<file path="config.mk">
export PLATFORM = sky130hd
export DESIGN_NAME = tm1638_responder
export DESIGN_NICKNAME = d
export VERILOG_FILES = /design/src/rtl/tm1638_pkg.sv /design/src/rtl/tm1638_pin_sync.sv /design/src/rtl/tm1638_responder.sv
export SDC_FILE = /design/constraint.sdc
export NUM_CORES = 1
export LEC_CHECK = 0
export ABC_AREA = 1
export CAP_MARGIN = 25
export CORE_UTILIZATION = 40
export DETAILED_ROUTE_END_ITERATION = 16
export PLACE_DENSITY = 0.68
export REMOVE_ABC_BUFFERS = 1
export SLEW_MARGIN = 15
export SYNTH_ARGS = -nofsm -noshare
export SYNTH_HDL_FRONTEND = slang
export SYNTH_SLANG_ARGS = --single-unit
</file>
<file path="constraint.sdc">
create_clock -name clk -period 1.96 [get_ports clk]
set_input_delay 0.392 -clock clk [delete_from_list [all_inputs] [get_ports clk]]
set_output_delay 0.392 -clock clk [all_outputs]
set_load 0.05 [all_outputs]
</file>
<file path="src/rtl/tm1638_pkg.sv">
// Shared constants, FSM state type and key-scan packing for the TM1638 responder.
package tm1638_pkg;

    localparam logic [1:0] CMD_DATA = 2'b01;
    localparam logic [1:0] CMD_DISP = 2'b10;
    localparam logic [1:0] CMD_ADDR = 2'b11;

    localparam int unsigned READ_BIT    = 1;
    localparam int unsigned FIXED_BIT   = 2;
    localparam int unsigned DISP_ON_BIT = 3;

    localparam int unsigned RAM_DEPTH = 16;
    localparam int unsigned KEY_BYTES = 4;

    typedef enum logic [2:0] {
        StIdle,
        StCmd,
        StWdata,
        StRdata,
        StIgnore
    } state_e;

    // Key byte k carries button 7-k in bit 0 and button 3-k in bit 4.
    function automatic logic [8*KEY_BYTES-1:0] key_scan(input logic [7:0] buttons);
        logic [8*KEY_BYTES-1:0] keys;
        keys = '0;
        for (int i = 0; i < KEY_BYTES; i++) begin
            keys[8*i]     = buttons[7-i];
            keys[8*i + 4] = buttons[3-i];
        end
        return keys;
    endfunction

endpackage

</file>
<file path="src/rtl/tm1638_pin_sync.sv">
// Multi-stage synchronizer for the bus pins with rise/fall pulses taken from the last two samples.
module tm1638_pin_sync #(
    parameter int unsigned SYNC_STAGES = 2,
    parameter int unsigned WIDTH       = 3
) (
    input  logic             clk,
    input  logic [WIDTH-1:0] pins,
    output logic [WIDTH-1:0] level,
    output logic [WIDTH-1:0] rise,
    output logic [WIDTH-1:0] fall
);

    logic [WIDTH-1:0] stage_q [SYNC_STAGES];
    logic [WIDTH-1:0] prev_q;

    // No reset: the chain keeps tracking the pins through reset, so a strobe that is
    // already low when reset lifts never shows up as a falling edge.
    always_ff @(posedge clk) begin
        stage_q[0] <= pins;
        for (int i = 1; i < SYNC_STAGES; i++) begin
            stage_q[i] <= stage_q[i-1];
        end
        prev_q <= stage_q[SYNC_STAGES-1];
    end

    assign level = stage_q[SYNC_STAGES-1];
    assign rise  = level & ~prev_q;
    assign fall  = ~level & prev_q;

endmodule

</file>
<file path="src/rtl/tm1638_responder.sv">
// Target-side TM1638 model: decodes initiator frames into display RAM / control state and
// shifts a 4-byte key scan back on read commands.
module tm1638_responder
    import tm1638_pkg::*;
#(
    parameter int unsigned SYNC_STAGES = 2
) (
    input  logic                   clk,
    input  logic                   reset_n,
    input  logic                   stb_n,
    input  logic                   sclk,
    input  logic                   dio_in,
    output logic                   dio_out,
    output logic                   dio_oe,
    input  logic [7:0]             buttons,
    output logic [8*RAM_DEPTH-1:0] seg_ram,
    output logic                   disp_on,
    output logic [2:0]             bright,
    output logic                   frame_wr,
    output logic                   key_rd
);

    logic [2:0] pin_level, pin_rise, pin_fall;

    tm1638_pin_sync #(
        .SYNC_STAGES(SYNC_STAGES),
        .WIDTH      (3)
    ) u_pin_sync (
        .clk  (clk),
        .pins ({dio_in, sclk, stb_n}),
        .level(pin_level),
        .rise (pin_rise),
        .fall (pin_fall)
    );

    logic stb_fall, stb_rise, sclk_rise, sclk_fall, dio_bit;
    assign stb_fall  = pin_fall[0];
    assign stb_rise  = pin_rise[0];
    assign sclk_rise = pin_rise[1];
    assign sclk_fall = pin_fall[1];
    assign dio_bit   = pin_level[2];

    logic unused_pins;
    assign unused_pins = ^{pin_level[1:0], pin_rise[2], pin_fall[2]};

    state_e                 state_q, state_d;
    logic [5:0]             bit_cnt_q, bit_cnt_d;
    logic [7:0]             shift_q, shift_d, new_byte;
    logic                   wrote_q, wrote_d;
    logic                   fixed_q, fixed_d;
    logic [3:0]             addr_q, addr_d;
    logic [8*RAM_DEPTH-1:0] seg_ram_q, seg_ram_d;
    logic                   disp_on_q, disp_on_d;
    logic [2:0]             bright_q, bright_d;
    logic [8*KEY_BYTES-1:0] keys_q, keys_d;
    logic                   dio_out_q, dio_out_d;
    logic                   dio_oe_q, dio_oe_d;
    logic                   frame_wr_q, frame_wr_d;
    logic                   key_rd_q, key_rd_d;

    always_ff @(posedge clk) begin
        if (!reset_n) begin
            state_q    <= StIdle;
            bit_cnt_q  <= '0;
            shift_q    <= '0;
            wrote_q    <= 1'b0;
            fixed_q    <= 1'b0;
            addr_q     <= '0;
            seg_ram_q  <= '0;
            disp_on_q  <= 1'b0;
            bright_q   <= '0;
            keys_q     <= '0;
            dio_out_q  <= 1'b0;
            dio_oe_q   <= 1'b0;
            frame_wr_q <= 1'b0;
            key_rd_q   <= 1'b0;
        end else begin
            state_q    <= state_d;
            bit_cnt_q  <= bit_cnt_d;
            shift_q    <= shift_d;
            wrote_q    <= wrote_d;
            fixed_q    <= fixed_d;
            addr_q     <= addr_d;
            seg_ram_q  <= seg_ram_d;
            disp_on_q  <= disp_on_d;
            bright_q   <= bright_d;
            keys_q     <= keys_d;
            dio_out_q  <= dio_out_d;
            dio_oe_q   <= dio_oe_d;
            frame_wr_q <= frame_wr_d;
            key_rd_q   <= key_rd_d;
        end
    end

    // Bits arrive LSB first, so each new bit enters at the top and shifts down.
    assign new_byte = {dio_bit, shift_q[7:1]};

    always_comb begin
        state_d    = state_q;
        bit_cnt_d  = bit_cnt_q;
        shift_d    = shift_q;
        wrote_d    = wrote_q;
        fixed_d    = fixed_q;
        addr_d     = addr_q;
        seg_ram_d  = seg_ram_q;
        disp_on_d  = disp_on_q;
        bright_d   = bright_q;
        keys_d     = keys_q;
        dio_out_d  = dio_out_q;
        dio_oe_d   = dio_oe_q;
        frame_wr_d = 1'b0;
        key_rd_d   = 1'b0;

        // Strobe release ends the frame from any state and beats a same-cycle sclk edge.
        if (stb_rise) begin
            state_d    = StIdle;
            dio_oe_d   = 1'b0;
            frame_wr_d = wrote_q;
            wrote_d    = 1'b0;
            bit_cnt_d  = '0;
        end else begin
            case (state_q)
                StIdle: begin
                    if (stb_fall) begin
                        state_d   = StCmd;
                        bit_cnt_d = '0;
                        wrote_d   = 1'b0;
                    end
                end
                StCmd: begin
                    if (sclk_rise) begin
                        shift_d   = new_byte;
                        bit_cnt_d = bit_cnt_q + 6'd1;
                        if (bit_cnt_q == 6'd7) begin
                            bit_cnt_d = '0;
                            state_d   = StIgnore;
                            case (new_byte[7:6])
                                CMD_DATA: begin
                                    fixed_d = new_byte[FIXED_BIT];
                                    if (new_byte[READ_BIT]) begin
                                        keys_d   = key_scan(buttons);
                                        key_rd_d = 1'b1;
                                        dio_oe_d = 1'b1;
                                        state_d  = StRdata;
                                    end
                                end
                                CMD_DISP: begin
                                    disp_on_d = new_byte[DISP_ON_BIT];
                                    bright_d  = new_byte[2:0];
                                end
                                CMD_ADDR: begin
                                    addr_d  = new_byte[3:0];
                                    state_d = StWdata;
                                end
                                default: ;
                            endcase
                        end
                    end
                end
                StWdata: begin
                    if (sclk_rise) begin
                        shift_d   = new_byte;
                        bit_cnt_d = bit_cnt_q + 6'd1;
                        if (bit_cnt_q == 6'd7) begin
                            bit_cnt_d                        = '0;
                            seg_ram_d[{addr_q, 3'b000} +: 8] = new_byte;
                            wrote_d                          = 1'b1;
                            if (!fixed_q) begin
                                addr_d = addr_q + 4'd1;
                            end
                        end
                    end
                end
                StRdata: begin
                    if (sclk_fall && (bit_cnt_q < 6'(8 * KEY_BYTES))) begin
                        dio_out_d = keys_q[bit_cnt_q[4:0]];
                        bit_cnt_d = bit_cnt_q + 6'd1;
                    end
                end
                default: ;
            endcase
        end
    end

    assign seg_ram  = seg_ram_q;
    assign disp_on  = disp_on_q;
    assign bright   = bright_q;
    assign dio_out  = dio_out_q;
    assign dio_oe   = dio_oe_q;
    assign frame_wr = frame_wr_q;
    assign key_rd   = key_rd_q;

endmodule

</file>
==> impl_results.md <==
* CP Buf/Inv Count at 2
* Layout cell share with drive strength beyond 1 at 0.122
* Commonest cells in the netlist: nand2_1, nor2_1, dfxtp_1
* Mux cell area share after synthesis at 0
* Layout Cells excl Fill at 1588
* Crit path kind: register to register
* Total core area at 18900 µm²
* Most common cell in the synthesized netlist: nand2_1
* Tightest Pin Transition at 0.520 ns
* First-pass DRT Iterations at 7
* Pwr/cell area at 713 nW/µm²
* Worst reg2reg startpoint: addr_q[1]
* Instance count on the critical path at 8
* Largest area contributor in the netlist: dfxtp_1
* Total CTS buffers at 17
* Critical path's slowest cell: dfxtp_1
* Setup Skew at about 0.0076 ns
* Post-layout minimum cycle time at 1.88 ns
* Final Hold Violating Endpoints at 0
* Final WL at 21400 µm
* Worst setup path start: addr_q[1]
* Post-route cell area at 10200 µm²
* I/O pins at between 100 and 150
* Worst-case clock buffer depth at 2
* Post-DP HPWL at 14900 µm
* Vias in the first global route at 6832
* NumNets Final at approximately 1300
* Die height at 142 µm
* Sequential Power Share at 0.495
* CTS Root Cell: clkbuf_16
* Synthesis-to-layout area growth at 30.5%
* FF+latch count, synth at 174
* Placed cell area at around 9700 µm²
* Final setup viols at 0
* Share of the synthesized area in the top cell type at 0.447
* Max-slew violation count at 0
* Adder-cell share of the synthesized area at 0.00803
* Starting Density at 0.412
* Synth warn at 0
* VDD IR max at 0.598 mV
* Number of diodes at 0
* Clock sinks at 174
* Clock network power share at 0.460
* Worst hold path class: register to register
* Arrival @ worst endpoint at around 2.2 ns
* Req. time, crit path at about 2.3 ns
* Post-synthesis compound-gate area fraction at 0.0977
* Max Cap Violations at 0
* Setup_tns at 0 ns
* Mapped Cells at around 1200
* CTS tree: built
* Main synth FF type: dfxtp_1
* # port buffers at 148
* Largest family of logic cells by synthesized area: simple AND/OR/NAND/NOR gates
* Combinational share of power at 0.045
* Worst-Skew Late Latency at 0.43 ns
* Number of flops mapped to enable cells by yosys at 0
* Hold WS at 0.326 ns
* CP max stage delay at ~0.41 ns
* Largest net degree at the start of global routing at 80
* Fmax at roughly 530 MHz
* Worst setup EP type: register
* Antenna viol nets, final at 0
* Vias per cell at 4.85
* R2r setup slk at 0.08 ns
* Iteration-0 DRC Markers at approximately 600
* Routed len/inst at 13.5 µm
* RR Endpoint: seg_ram[27]
* Mean post-synth cell area at 6.68 µm²
* Internal cell power at 5610 µW
* Placer Congestion at 0.909
* Crit path to: seg_ram[27]
* GRT overflow at 0
* Worst rel slew slack at 0.654
* H-tree depth at 4
* Reg2reg path depth at 8
* Status: finished clean
* Switching Fraction at 0.226
* Crit path launch type: register
* P_leak at 0.00480 µW
* Inst Count DP at 1559
* First-pass GRT wire length at 34500 µm
* Fraction of registers with async set/reset at 0
* Vias at 7709
* Crit-path most repeated cell: nor2_1
* CP cell instances: inv_1, ha_1, buf_4, nor2_1, nand2_1, nor2_1, nand3_1, a21oi_1
* Yosys cell types at 29
* Initial antenna violation count at 0
* Delay-heaviest family, CP: simple AND/OR/NAND/NOR gates
* Sw Pwr at around 1600 µW
* DRC at 0
* Post-synthesis simple-gate area fraction at 0.365
* Gr usage total at 0.218
* Tcrit/Tclk final at 0.958
* RSZ-0062 raised after global routing: true
* XOR/XNOR Fraction of Synth Area at 0.00225
* Register area share after synthesis at 0.447
* Crit path max fanout at 7
* Synth Cell Area at 7790 µm²
* Die W at 142 µm
* Clock slew at reported path FFs at 0.06 ns
* Die area at 20000 µm²
* Cell Rows at 50
* Top cells by area in the synthesized netlist: dfxtp_1, nand2_1, nor2_1
-- routing by layer --
| metal | global-route usage | vias to the layer above | part of all wire |
|---|---|---|---|
| met4 | 0.0640 | 0 | 0.013 |
| met5 | 0 | - | 0 |
| met2 | 0.354 | 233 | 0.46 |
| met1 | 0.293 | 3457 | 0.46 |
| met3 | 0.0418 | 21 | 0.059 |
| li1 | - | 3998 | - |
-- cell usage in the layout (no fill, tap or decap), types with 3 or more instances in the layout --
cell and instances:
clkdlybuf4s50_1 11, dlygate4sd2_1 94, nand3_2 3, a21oi_1 108
clkinv_4 3, o21ai_0 34, nand2_4 3, o21ai_1 7
nor2_4 3, nand3_1 123, nand2_1 283, nand2_2 4
nand4_1 5, nor2_2 16, nor3_1 3, buf_4 81
inv_2 12, inv_1 69, buf_12 10, ha_1 4
dfxtp_1 174, clkbuf_16 17, clkinv_1 3, nor2_1 241
-- area by class of cell --
class,count,area (µm²)
Clock buffer,21,460
Multi-Input combinational cell,845,3730
Timing Repair Buffer,196,1740
Sequential cell,174,3480
Fill cell,1918,8730
Inverter,84,315
Clock inverter,8,110
Tap cell,260,325
-- sequential cells by signal (all words and copies together) (netlist names), 2 cells and up --
name / cells
bit_cnt_q: 6
bright: 3
seg_ram: 128
addr_q: 4
shift_q: 7
u_pin_sync.prev_q: 2
keys_q: 8
u_pin_sync.stage_q: 6
state_q: 3
-- worst min-delay path by stage --
stage                          endpoint  slack [ns]  depth (start not counted)                startpoint
2_1_floorplan  u_pin_sync.stage_q[0][3]        0.31                          0  u_pin_sync.stage_q[0][0]
3_3_place_gp   u_pin_sync.stage_q[0][4]        0.31                          0  u_pin_sync.stage_q[0][1]
3_5_place_dp   u_pin_sync.stage_q[0][4]        0.31                          0  u_pin_sync.stage_q[0][1]
4_1_cts        u_pin_sync.stage_q[0][4]        0.33                          0  u_pin_sync.stage_q[0][1]
5_1_grt        u_pin_sync.stage_q[0][4]        0.33                          0  u_pin_sync.stage_q[0][1]
6_report       u_pin_sync.stage_q[0][4]        0.33                          0  u_pin_sync.stage_q[0][1]
-- timing repair --
item	4_1_cts	5_1_grt
setup buffers	0	0
setup endpoints to repair	94	70
hold buffers	0	0
gates resized for setup	94	13
pin swaps	0	0
hold endpoints to repair	0	0
cloned	0	0
-- per-stage QoR --
step	setup slack [ns]	utilization	total power [µW]
4_1_cts	0.00663	0.536	7310
3_3_place_gp	0.103	0.512	3990
3_5_place_dp	0.0247	0.512	3990
5_1_grt	-0.0185	0.538	7480
6_report	0.0816	0.538	7250
2_1_floorplan	-0.966	-	3840
-- power by group through the flow --
stage	Clock (µW)	Combinational, µW	Sequential (µW)
after detailed placement	0	326	3660
final	3330	328	3580
after floorplan	0	179	3660
after global placement	0	324	3660
after CTS	3400	327	3580
after global routing	3530	372	3590
-- logic make-up after synthesis --
family / after synthesis
adders and majority gates: 5
buffers and inverters: 146
and+or+nand+nor: 687
xor gates and xnor gates: 2
DFF: 174
AOI/OAI and AO/OA: 151
Power figures use the tool's default switching activity.
